==> src/rtl/sid_voice_mixer_if.sv <==
// Voice/mixer bus between the SID voice generators, the mixer and the filter.
interface sid_voice_mixer_if;
  logic                ce_1m;
  logic signed [11:0]  voice1;
  logic signed [11:0]  voice2;
  logic signed [11:0]  voice3;
  logic signed [11:0]  ext_in;
  logic        [3:0]   res_filt;
  logic        [7:0]   mode_vol;
  logic signed [13:0]  filt_out;
  logic signed [15:0]  mix_out;
  logic                out_valid;
  logic                overrun;

  modport master (
    output ce_1m, voice1, voice2, voice3, ext_in, res_filt, mode_vol,
    input  filt_out, mix_out, out_valid, overrun
  );

  modport slave (
    input  ce_1m, voice1, voice2, voice3, ext_in, res_filt, mode_vol,
    output filt_out, mix_out, out_valid, overrun
  );
endinterface

==> src/rtl/sid_voice_mixer.sv <==
// SID voice mixer: serial filter/direct summing with master volume per ce_1m tick.
// Optional 6581 DC bias on the direct path when SID_MIX_DC_EN is defined.
module sid_voice_mixer #(
  parameter logic signed [13:0] DC_OFFSET = '0
) (
  input  logic               clock,
  input  logic               reset_n,
  sid_voice_mixer_if.slave   bus
);

  typedef enum logic [2:0] {
    IDLE, ACC_V1, ACC_V2, ACC_V3, ACC_EXT, SCALE
  } state_t;

  state_t state, state_next;

  logic signed [11:0] v1_s, v2_s, v3_s, ext_s;
  logic        [3:0]  res_s;
  logic        [3:0]  vol_s;
  logic               v3_off_s;

  logic signed [13:0] filt_acc, dir_acc;
  logic signed [13:0] src;
  logic               capture, add_en, to_filt, scale_en, busy_ce;
  logic signed [13:0] dir_sum;
  logic signed [17:0] product;
  logic               unused_mode;

  function automatic logic signed [13:0] sext(input logic signed [11:0] v);
    return {{2{v[11]}}, v};
  endfunction

  always_comb unused_mode = ^bus.mode_vol[6:4];

  always_comb begin
    state_next = state;
    capture    = 1'b0;
    add_en     = 1'b0;
    to_filt    = 1'b0;
    scale_en   = 1'b0;
    src        = '0;
    case (state)
      IDLE: begin
        if (bus.ce_1m) begin
          capture    = 1'b1;
          state_next = ACC_V1;
        end
      end
      ACC_V1: begin
        src        = sext(v1_s);
        add_en     = 1'b1;
        to_filt    = res_s[0];
        state_next = ACC_V2;
      end
      ACC_V2: begin
        src        = sext(v2_s);
        add_en     = 1'b1;
        to_filt    = res_s[1];
        state_next = ACC_V3;
      end
      ACC_V3: begin
        // voice3-off only silences the direct path
        src        = sext(v3_s);
        add_en     = res_s[2] | ~v3_off_s;
        to_filt    = res_s[2];
        state_next = ACC_EXT;
      end
      ACC_EXT: begin
        src        = sext(ext_s);
        add_en     = 1'b1;
        to_filt    = res_s[3];
        state_next = SCALE;
      end
      SCALE: begin
        scale_en   = 1'b1;
        state_next = IDLE;
      end
      default: state_next = IDLE;
    endcase
  end

  always_comb busy_ce = bus.ce_1m && (state != IDLE);

`ifdef SID_MIX_DC_EN
  logic signed [14:0] biased;
  always_comb begin
    biased  = {dir_acc[13], dir_acc} + {DC_OFFSET[13], DC_OFFSET};
    dir_sum = biased[13:0];
    if (biased[14] != biased[13])
      dir_sum = biased[14] ? 14'sh2000 : 14'sh1FFF;
  end
`else
  logic unused_dc;
  always_comb unused_dc = ^DC_OFFSET;
  always_comb dir_sum = dir_acc;
`endif

  always_comb product = $signed({{4{dir_sum[13]}}, dir_sum}) * $signed({13'd0, 1'b0, vol_s});

  always_ff @(posedge clock) begin
    if (!reset_n) begin
      state         <= IDLE;
      v1_s          <= '0;
      v2_s          <= '0;
      v3_s          <= '0;
      ext_s         <= '0;
      res_s         <= '0;
      vol_s         <= '0;
      v3_off_s      <= 1'b0;
      filt_acc      <= '0;
      dir_acc       <= '0;
      bus.filt_out  <= '0;
      bus.mix_out   <= '0;
      bus.out_valid <= 1'b0;
      bus.overrun   <= 1'b0;
    end else begin
      state         <= state_next;
      bus.out_valid <= 1'b0;
      if (busy_ce)
        bus.overrun <= 1'b1;
      if (capture) begin
        v1_s     <= bus.voice1;
        v2_s     <= bus.voice2;
        v3_s     <= bus.voice3;
        ext_s    <= bus.ext_in;
        res_s    <= bus.res_filt;
        vol_s    <= bus.mode_vol[3:0];
        v3_off_s <= bus.mode_vol[7];
        filt_acc <= '0;
        dir_acc  <= '0;
      end
      if (add_en) begin
        if (to_filt)
          filt_acc <= filt_acc + src;
        else
          dir_acc  <= dir_acc + src;
      end
      if (scale_en) begin
        bus.filt_out  <= filt_acc;
        bus.mix_out   <= product[17:2];
        bus.out_valid <= 1'b1;
      end
    end
  end

endmodule

==> src/flat_wrapper.sv <==
// flat-port wrapper written by rule: the top's interface ports become plain ports
module sid_voice_mixer_flat 
#(
  parameter logic signed [13:0] DC_OFFSET = '0
)
  (clock, reset_n, bus_ce_1m, bus_voice1, bus_voice2, bus_voice3, bus_ext_in, bus_res_filt, bus_mode_vol, bus_filt_out, bus_mix_out, bus_out_valid, bus_overrun);
  sid_voice_mixer_if bus_i ();
  input  logic clock;
  input  logic reset_n;
  input wire logic [$bits(bus_i.ce_1m)-1:0] bus_ce_1m;
  input wire logic [$bits(bus_i.voice1)-1:0] bus_voice1;
  input wire logic [$bits(bus_i.voice2)-1:0] bus_voice2;
  input wire logic [$bits(bus_i.voice3)-1:0] bus_voice3;
  input wire logic [$bits(bus_i.ext_in)-1:0] bus_ext_in;
  input wire logic [$bits(bus_i.res_filt)-1:0] bus_res_filt;
  input wire logic [$bits(bus_i.mode_vol)-1:0] bus_mode_vol;
  output wire logic [$bits(bus_i.filt_out)-1:0] bus_filt_out;
  output wire logic [$bits(bus_i.mix_out)-1:0] bus_mix_out;
  output wire logic [$bits(bus_i.out_valid)-1:0] bus_out_valid;
  output wire logic [$bits(bus_i.overrun)-1:0] bus_overrun;
  assign bus_i.ce_1m = bus_ce_1m;
  assign bus_i.voice1 = bus_voice1;
  assign bus_i.voice2 = bus_voice2;
  assign bus_i.voice3 = bus_voice3;
  assign bus_i.ext_in = bus_ext_in;
  assign bus_i.res_filt = bus_res_filt;
  assign bus_i.mode_vol = bus_mode_vol;
  assign bus_filt_out = bus_i.filt_out;
  assign bus_mix_out = bus_i.mix_out;
  assign bus_out_valid = bus_i.out_valid;
  assign bus_overrun = bus_i.overrun;
  sid_voice_mixer #(.DC_OFFSET(DC_OFFSET)) u_core (.clock(clock), .reset_n(reset_n), .bus(bus_i));
endmodule
==> config.mk <==
export PLATFORM = sky130hd
export DESIGN_NAME = sid_voice_mixer_flat
export DESIGN_NICKNAME = d
export VERILOG_FILES = /design/src/rtl/sid_voice_mixer_if.sv /design/src/rtl/sid_voice_mixer.sv /design/src/flat_wrapper.sv
export SDC_FILE = /design/constraint.sdc
export NUM_CORES = 1
export LEC_CHECK = 0
export ABC_AREA = 1
export BUFFER_PORTS_ARGS = -buffer_cell sky130_fd_sc_hd__buf_2
export CORE_ASPECT_RATIO = 0.5
export CORE_MARGIN = 3
export CORE_UTILIZATION = 45
export DETAILED_ROUTE_END_ITERATION = 10
export PLACE_DENSITY = 0.63
export SYNTH_ARGS = -nofsm -noshare
export SYNTH_HDL_FRONTEND = slang
export SYNTH_SLANG_ARGS = --single-unit
==> constraint.sdc <==
create_clock -name clock -period 5.35 [get_ports clock]
set_input_delay 0 -clock clock [delete_from_list [all_inputs] [get_ports clock]]
set_output_delay 0 -clock clock [all_outputs]
set_load 0.005 [all_outputs]
==> summary by stage, run 1 <==
Run status
The flow ran to the end, and the final reports show no timing, DRC or antenna violations.

CTS
Counting along the longest clock path gives a buffer depth of 2. The count of cells resized by post-cts repair is 0. In this run, post-CTS hold repair placed 57 buffers.

In this run the post-CTS setup repair buffer count came out at 0. Buffers inserted during clock tree synthesis total 17. After clock tree synthesis, the clock-pin slew on the worst setup and hold paths is roughly 70 ps.

TritonCTS built the clock tree. The count of H-tree levels built during CTS is 4. The clock tree root driver cell is sky130_fd_sc_hd__clkbuf_16. The clock reaches the later pin of the worst-skew pair after between 400 and 500 ps. The number of clock sinks is 120.

Synth
The synthesized netlist devotes 17.26% of its cell area to compound gates. The share of synthesized cell area in full adder, half adder and majority cells is between 10 and 15%. The main combinational cell family by area after synthesis is simple AND/OR/NAND/NOR gates. The predominant post-synthesis flop cell is sky130_fd_sc_hd__dfxtp_1.

After Yosys synthesis, and, or, nand and nor cells account for between 20% and 30% of the synthesized area. By count the netlist is led by sky130_fd_sc_hd__nand2_1, sky130_fd_sc_hd__inv_1, sky130_fd_sc_hd__a21oi_1. The number of nets handed over by synthesis was ~1400. Summed over its instances, the top area cell type makes up between 20 and 30% of the synthesized netlist area. In the synthesized netlist the async set-or-reset flop fraction comes to 0%. The total standard cell area after synthesis is 0.008461 mm^2. Synthesis inferred 120 register bits. The number of cells produced by synthesis is ~1200. The biggest area contributor in the post-synthesis netlist is sky130_fd_sc_hd__dfxtp_1. The post-synthesis area per instance is roughly 7 um^2. By area the synthesized netlist is led by sky130_fd_sc_hd__dfxtp_1, sky130_fd_sc_hd__nand2_1, sky130_fd_sc_hd__inv_1. The proportion of synthesized area in mux cells is 0%. The parity-gate share of the synthesized area counting xor and xnor cells is approximately 2.1%.

Yosys mapped the design onto 53 distinct sky130hd cell types. The number of enable-type register cells in the synthesized netlist is 0. The number of warnings issued by yosys is 0. The most frequent cell after synthesis is sky130_fd_sc_hd__nand2_1. The share of the Yosys chip area taken by registers is between 20% and 30%.

Timing
The post-route clock skew is 10.82 ps. Setup slack closes at 1405 ps. The setup TNS after final layout is 0 ps.

The worst slack on hold paths is roughly 170 ps. Timing would allow up to between 200 and 300 MHz. At the pin with the least slew margin, the transition time is between 1000 and 1500 ps. The remaining max-slew budget at the tightest pin is between 20 and 25%. Setup violations remaining at the end of the flow were counted as 0. The routed design could run at a clock period as short as around 3900 ps. Setup repair after global routing left no endpoint under its margin. The final cycle utilization of the critical path is between 70 and 80%. The number of pins with negative max-slew slack in the final report came to 0. The final count of hold timing violations is 0.

Die
The placement row count is 34. The top-level port count is 95. The full die area is 0.02058 mm^2. The die is 199.9 um wide. The area of the core is around 0.018 mm^2. The die is ~100 um tall. The effective utilization at floorplan is 47.24%.

Worst setup path
Following the worst setup path forward leads to its endpoint at u_core.bus.mix_out[12]$_SDFFE_PN0P_. The reg-to-reg critical path endpoint is u_core.bus.mix_out[12]$_SDFFE_PN0P_. The worst setup path is launched from a flip-flop. The setup slack on the worst flop-to-flop path is around 1400 ps. For the worst setup path, the data required time is ~5700 ps.

The category of the worst setup path capture point is a flip-flop. The class of the most critical setup path is flip-flop to flip-flop. At the worst endpoint, the arrival time is between 4000 and 5000 ps. Tracing the worst setup path back leads to its startpoint at u_core.vol_s[3]$_SDFFE_PN0P_.

Measured in cells, the most critical reg-to-reg path has a length of 19. Of all nets on the critical path, the largest fanout is 15. The startpoint of the worst register-to-register path is u_core.vol_s[3]$_SDFFE_PN0P_.

Worst hold path
The class of the worst hold path is input pin to flip-flop. The source of the worst hold timing path is bus_ce_1m.

Finish
The number of nets at the end of the flow is 1481. The number of antenna repair diodes is 0. The relative area change from synthesis to final layout is 21.16%.

Of the cells placed in the final design, the portion with a size suffix greater than 1 is between 10 and 15%.

Power and ir drop
Dividing total power by cell area gives a power density of about 280 mW/mm^2. The worst-case IR drop observed on VDD is about 0.24 mV. Summed over all cells, the static leakage comes to around 5.3 nW. Summing internal, switching and leakage power gives just under 3 mW.

Global route
The fraction of met2 tracks used by global routing is 35.18%. Global routing used around 33% of the available met1 tracks. The number of global-route vias before repair is between 7000 and 8000. The initial antenna violation count is 0.

The pin count of the biggest net entering global routing is between 60 and 70. The first-pass GRT wire length is approximately 37000 um. Global routing used a little over 4% of the available met3 tracks.

The overall track demand over capacity in global routing is a little under a quarter. Global routing finished with a remaining overflow of 0. The global routing stage identified its most utilized layer as met2.

Detailed routing
The first TritonRoute pass finished after 7 iterations. In the final routed layout, each cell accounts on average for roughly 14 um. The count of nets left with antenna violations once routing finished came out at 0. For this run, design rule violations remaining after detail routing come to 0. The first routing iteration left 520 violations. The routed design has between 20000 and 25000 um of wire. The routed layout has around 8000 vias. Using the TritonRoute via totals, the vias-per-cell ratio works out to ~5.

Placed design
OpenSTA, run right after detailed placement, puts the worst setup slack at between 1000 and 1500 ps. In this run the tool buffered the top-level ports with 91 buffer cells. The half-perimeter wire length after detailed placement is 16350 um. The final weighted congestion in routability-driven placement is 0.9263.

Run
The count of max-cap constraint violations is 0.
final cells by class:
| cell class | instances | area [um^2] |
|---|---|---|
| repair buffers | 152 | 1056 |
| multi-input cells | 812 | 4979 |
| inverters | 233 | 882.1 |
| fillers | 1727 | 7659 |
| well taps | 252 | 315.3 |
| clock buffers | 18 | 429.2 |
| flip-flops and latches | 120 | 2402 |
| clock inverters | 14 | 187.7 |
stage by stage:
stage                     std cells  instance area, um^2  util (%)
after floorplan                1211                 8461         -
after global placement         1512                 9064     50.61
after detailed placement       1512                 9064     50.61
after CTS                      1601                10250     57.24
after global routing           1601                10250     57.24
final                          1601                10250     57.24
report_power, final:
part	internal (mW)	total (mW)	leakage, nW	switching [mW]
clock network	0.748	1.23	0.293	0.487
logic	0.219	0.591	4.05	0.372
registers	0.971	1.06	0.980	0.0862
total	1.94	2.88	5.32	0.945
worst max-delay path, stage by stage, from the launching register on:
cell	delay, ps
sky130_fd_sc_hd__dfxtp_1	630
sky130_fd_sc_hd__nand2_1	110
sky130_fd_sc_hd__inv_1	80
sky130_fd_sc_hd__ha_1	240
sky130_fd_sc_hd__fa_1	550
sky130_fd_sc_hd__inv_1	60
sky130_fd_sc_hd__fa_1	540
sky130_fd_sc_hd__inv_1	50
sky130_fd_sc_hd__ha_1	340
sky130_fd_sc_hd__a21o_1	200
sky130_fd_sc_hd__a21oi_1	250
sky130_fd_sc_hd__o21ai_0	120
sky130_fd_sc_hd__inv_1	100
sky130_fd_sc_hd__nor2_1	50
sky130_fd_sc_hd__nor2_1	190
sky130_fd_sc_hd__o21ai_0	110
sky130_fd_sc_hd__nand2_1	70
sky130_fd_sc_hd__nand3_1	70
sky130_fd_sc_hd__nand2_1	70
sky130_fd_sc_hd__inv_1	30
registers in the layout, summed over array words and instances (netlist names), 12 cells and up:
register	count
u_core.bus.filt_out	14
u_core.bus.mix_out	16
u_core.dir_acc	14
u_core.ext_s	12
u_core.filt_acc	14
u_core.v1_s	12
u_core.v2_s	12
u_core.v3_s	12
worst min path at each step:
stage / slack, ps / cells after the start / endpoint
3_5_place_dp: 280 / 3 / u_core.v3_s[10]$_SDFFE_PN0P_
6_report: 170 / 3 / u_core.v2_s[0]$_SDFFE_PN0P_
4_1_cts: 160 / 3 / u_core.v3_s[8]$_SDFFE_PN0P_
5_1_grt: 210 / 3 / u_core.v1_s[3]$_SDFFE_PN0P_
3_3_place_gp: 280 / 3 / u_core.ext_s[1]$_SDFFE_PN0P_
2_1_floorplan: 160 / 2 / u_core.ext_s[1]$_SDFFE_PN0P_
layer usage:
layer	share of wire (%)	vias up
met5	0	-
met4	1.6	0
met3	4.4	32
met2	43	169
met1	51	3686
li1	-	4134
layout by cell type (no fill, tap or decap), types with 12 or more instances in the layout:
cell	n
sky130_fd_sc_hd__a21oi_1	124
sky130_fd_sc_hd__buf_2	91
sky130_fd_sc_hd__clkbuf_16	17
sky130_fd_sc_hd__dfxtp_1	120
sky130_fd_sc_hd__dlygate4sd3_1	57
sky130_fd_sc_hd__fa_1	28
sky130_fd_sc_hd__ha_1	54
sky130_fd_sc_hd__inv_1	220
sky130_fd_sc_hd__nand2_1	235
sky130_fd_sc_hd__nand2_2	19
sky130_fd_sc_hd__nand3_1	85
sky130_fd_sc_hd__nand4_1	14
sky130_fd_sc_hd__nor2_1	62
sky130_fd_sc_hd__o21ai_0	67
sky130_fd_sc_hd__xor2_1	12
cells by family after synthesis:
family,count (synthesis)
XOR/XNOR,20
buffers and inverters,279
flip-flops,120
adder cells (fa/ha/maj),82
AND/OR/NAND/NOR,455
AO/OA/AOI/OAI,255
Note: power is estimated with default switching activity, not from simulation.
==> run 2: changes to the inputs <==
- PLACE_DENSITY: 0.63 -> 0.65
- clock period: 5.35 -> 3.4 ns (I/O delays scaled with it)
==> run 2 against run 1 <==
Against the previous run: combinational power rose by 91%; register-to-register slack got worse by 1300 ps; power rose by 54%; critical path depth fell by 1; critical endpoint is now u_core.bus.mix_out[15]$_SDFFE_PN0P_; via count rose by 3.7%; clock power rose by 37%; highest routed layer unchanged; sequential power rose by 54%; hold slack got worse by 19 ps; sequential cell count did not move; critical path type unchanged; sequential share of layout area fell by 1.5 points; fmax rose by 18%; routed wire length rose by 8.1%.
==> summary by stage, run 2 (synthesis results as in run 1) <==
Finish
u_core.bus.mix_out holds more flip-flops than any other register. In the final layout, the share of cells above drive strength 1 is 24.16%. The final layout contains 1539 nets. Once layout is complete, the cells apart from fillers number approximately 1700.

The flip-flop count of the largest register after layout is 16. The library cell used most frequently in the layout, excluding fill and tap cells, is sky130_fd_sc_hd__nand2_1. The fill cell instance count of the final layout is approximately 1600. The relative area change from synthesis to final layout is 30.79%.

In the layout the commonest cells are sky130_fd_sc_hd__nand2_1, sky130_fd_sc_hd__inv_1, sky130_fd_sc_hd__a21oi_1. The number of antenna repair diodes is 0.

Die
From left edge to right edge, the die measures between 150 and 200 um. The top-level port count is 95. The chip height is slightly above 100 um. For this configuration, the core starts out at a cell density of 47.24%. The floorplan step defined a core boundary enclosing between 0.015 and 0.02 mm^2. The full die area is about 0.02 mm^2. The placement row count is 34.

Run
The count of max-cap constraint violations is 0.

Detailed routing
The count of nets left with antenna violations once routing finished came out at 0. The average routed wire per standard cell is 14.66 um. The final wirelength is between 20000 and 25000 um. The first detailed-routing pass ran for 5 iterations. The total vias in the final route is 8320. In the routed design, unresolved DRC markers number 0.

The detailed router finished its first iteration with between 400 and 500 violations. The average vias per placed instance is between 5 and 6.

Global route
The number of global-route vias before repair is 7890. The overall track demand over capacity in global routing is 23.58%. The global routing stage identified its most utilized layer as met2.

Entering global routing, the biggest net connects 109 pins. The total congestion overflow after global routing is 0. For this run, global-route usage on met2 was measured as a little under two fifths. The initial antenna violation count is 0. The first-pass GRT wire length is between 30000 and 40000 um.

The met3 track demand over resource in global routing is 4.407%. The met1 track demand over resource is ~33%.

Worst setup path
For the worst flop-to-flop path, the logic depth is 18. The worst setup path endpoint is u_core.bus.mix_out[15]$_SDFFE_PN0P_. The worst register-to-register path begins at u_core.vol_s[2]$_SDFFE_PN0P_. For the worst setup path, the data required time is 3770 ps. Across all register-to-register paths, the minimum setup slack is 60 ps.

The worst setup path is launched from a flip-flop. The category of the worst setup path capture point is a flip-flop. The first element of the critical path is u_core.vol_s[2]$_SDFFE_PN0P_. The reg-to-reg critical path endpoint is u_core.bus.mix_out[15]$_SDFFE_PN0P_. The class of the most critical setup path is flip-flop to flip-flop.

The critical path arrival is approximately 3700 ps. Along the worst path, the maximum fanout reaches 7.

Timing
The setup-violating endpoint count in the final report is 0. The setup TNS after final layout is 0 ps. Setup repair after global routing could not meet its margin everywhere. The worst path uses between 90% and 100% of the clock period. The number of pins with negative max-slew slack in the final report came to 0. The remaining max-slew budget at the tightest pin is between 20% and 30%. The final count of hold timing violations is 0. The post-route clock skew is approximately 11 ps. The worst path needs between 3000 and 4000 ps of the cycle, external delays included.

For the pin with the worst max-slew slack, the measured transition is approximately 1200 ps. For this run, the top clock speed supported by timing is 299.0 MHz. Setup slack on the critical path of the routed design comes to 55.36 ps.

Hold is met by 153.5 ps.

Placed design
The post-placement setup slack is -75.84 ps. The congestion estimate from routability-driven global placement came to 0.9340. In this run the tool buffered the top-level ports with 91 buffer cells.

The number of placed cells counting well taps is between 1500 and 2000. Summed over all nets, the half-perimeter wirelength after detailed placement is 17040 um.

Run status
The run finished with clean final reports.

CTS
The clock tree from TritonCTS is yes. In this run the deepest clock path goes through 2 buffers. TritonCTS created 17 clock buffers. The tree built by TritonCTS fans out to 120 sinks. The clock latency on the worst-skew pair is between 400 and 500 ps. Clock-pin slew was measured on the worst setup and hold paths at ~60 ps. In this run the number of H-tree levels came out at 4. The clock tree root driver cell is sky130_fd_sc_hd__clkbuf_16.

Power and ir drop
In this run the power density over the cells is around 400 mW/mm^2. Summed over all cells, the static leakage comes to ~5.5 nW. The worst vdd rail ir drop is 0.3356 mV.

Worst hold path
The worst hold path was traced through 3 stages. The class of the worst hold path is input pin to flip-flop.
-- run 2: cell count changes in the layout (fill, tap and decap cells not counted), sizes merged --
cell / previous run / this run
buf: 95 / 153
inv: 240 / 239
bufinv: 3 / 0
clkinv: 1 / 6
clkbuf: 18 / 17
-- run 2: critical path, cell delays in order (launching register included) --
cell                       delay, ps
sky130_fd_sc_hd__dfxtp_4         400
sky130_fd_sc_hd__nand2_2          60
sky130_fd_sc_hd__inv_2            60
sky130_fd_sc_hd__ha_4            200
sky130_fd_sc_hd__fa_1            540
sky130_fd_sc_hd__inv_1            60
sky130_fd_sc_hd__fa_1            540
sky130_fd_sc_hd__inv_1            70
sky130_fd_sc_hd__ha_4            240
sky130_fd_sc_hd__a21oi_4         150
sky130_fd_sc_hd__o21ai_1          90
sky130_fd_sc_hd__nand2_1          70
sky130_fd_sc_hd__nand4_1         150
sky130_fd_sc_hd__nand3_1         140
sky130_fd_sc_hd__nand3_2          80
sky130_fd_sc_hd__or2_4           230
sky130_fd_sc_hd__nand3_2          50
sky130_fd_sc_hd__o211ai_1         80
sky130_fd_sc_hd__inv_1            70
-- run 2: layer usage --
layer	up-vias	share of wire, %
met5	-	0
met3	34	5.3
li1	4258	-
met2	206	45
met1	3822	48
met4	0	1.8
-- run 2: final cells by class --
class / count / area [um^2] / area share, %
Clock buffer: 17 / 425.4 / 3.844
Clock inverter: 15 / 115.1 / 1.040
Inverter: 233 / 882.1 / 7.972
Multi-Input combinational cell: 812 / 5386 / 48.68
Sequential cell: 120 / 2422 / 21.89
Tap cell: 252 / 315.3 / 2.849
Timing Repair Buffer: 210 / 1519 / 13.73
-- run 2: worst min-delay path by stage --
stage | start | endpoint | slack [ps]
final | bus_ce_1m | u_core.v2_s[0]$_SDFFE_PN0P_ | 150
after global routing | bus_ce_1m | u_core.v3_s[3]$_SDFFE_PN0P_ | 200
after CTS | bus_ce_1m | u_core.v2_s[0]$_SDFFE_PN0P_ | 140
after detailed placement | bus_voice2[0] | u_core.v2_s[0]$_SDFFE_PN0P_ | 280
after global placement | bus_ext_in[1] | u_core.ext_s[1]$_SDFFE_PN0P_ | 270
after floorplan | bus_mode_vol[2] | u_core.vol_s[2]$_SDFFE_PN0P_ | 160
-- run 2: power by group --
part | switching, mW | internal [mW] | leakage (nW) | total (mW)
Clock | 0.736 | 0.943 | 0.263 | 1.68
Combinational | 0.673 | 0.461 | 4.27 | 1.13
Sequential | 0.105 | 1.53 | 0.985 | 1.63
Total | 1.51 | 2.93 | 5.51 | 4.45
-- run 2: per-stage QoR --
step           power (mW)  utilization [%]  area, um^2
3_5_place_dp        2.674            53.00        9492
4_1_cts             4.402            59.61       10680
6_report            4.447            61.79       11070
2_1_floorplan       2.335                -        8528
3_3_place_gp        2.656            53.00        9492
5_1_grt             4.671            61.79       11070
-- run 2: repair_timing --
action	4_1_cts	5_1_grt
hold endpoints to repair	57	0
pin swaps	2	35
resized for setup	9	86
endpoints found under the setup margin	4	10
hold buffers	57	0
buffers inserted	3	6
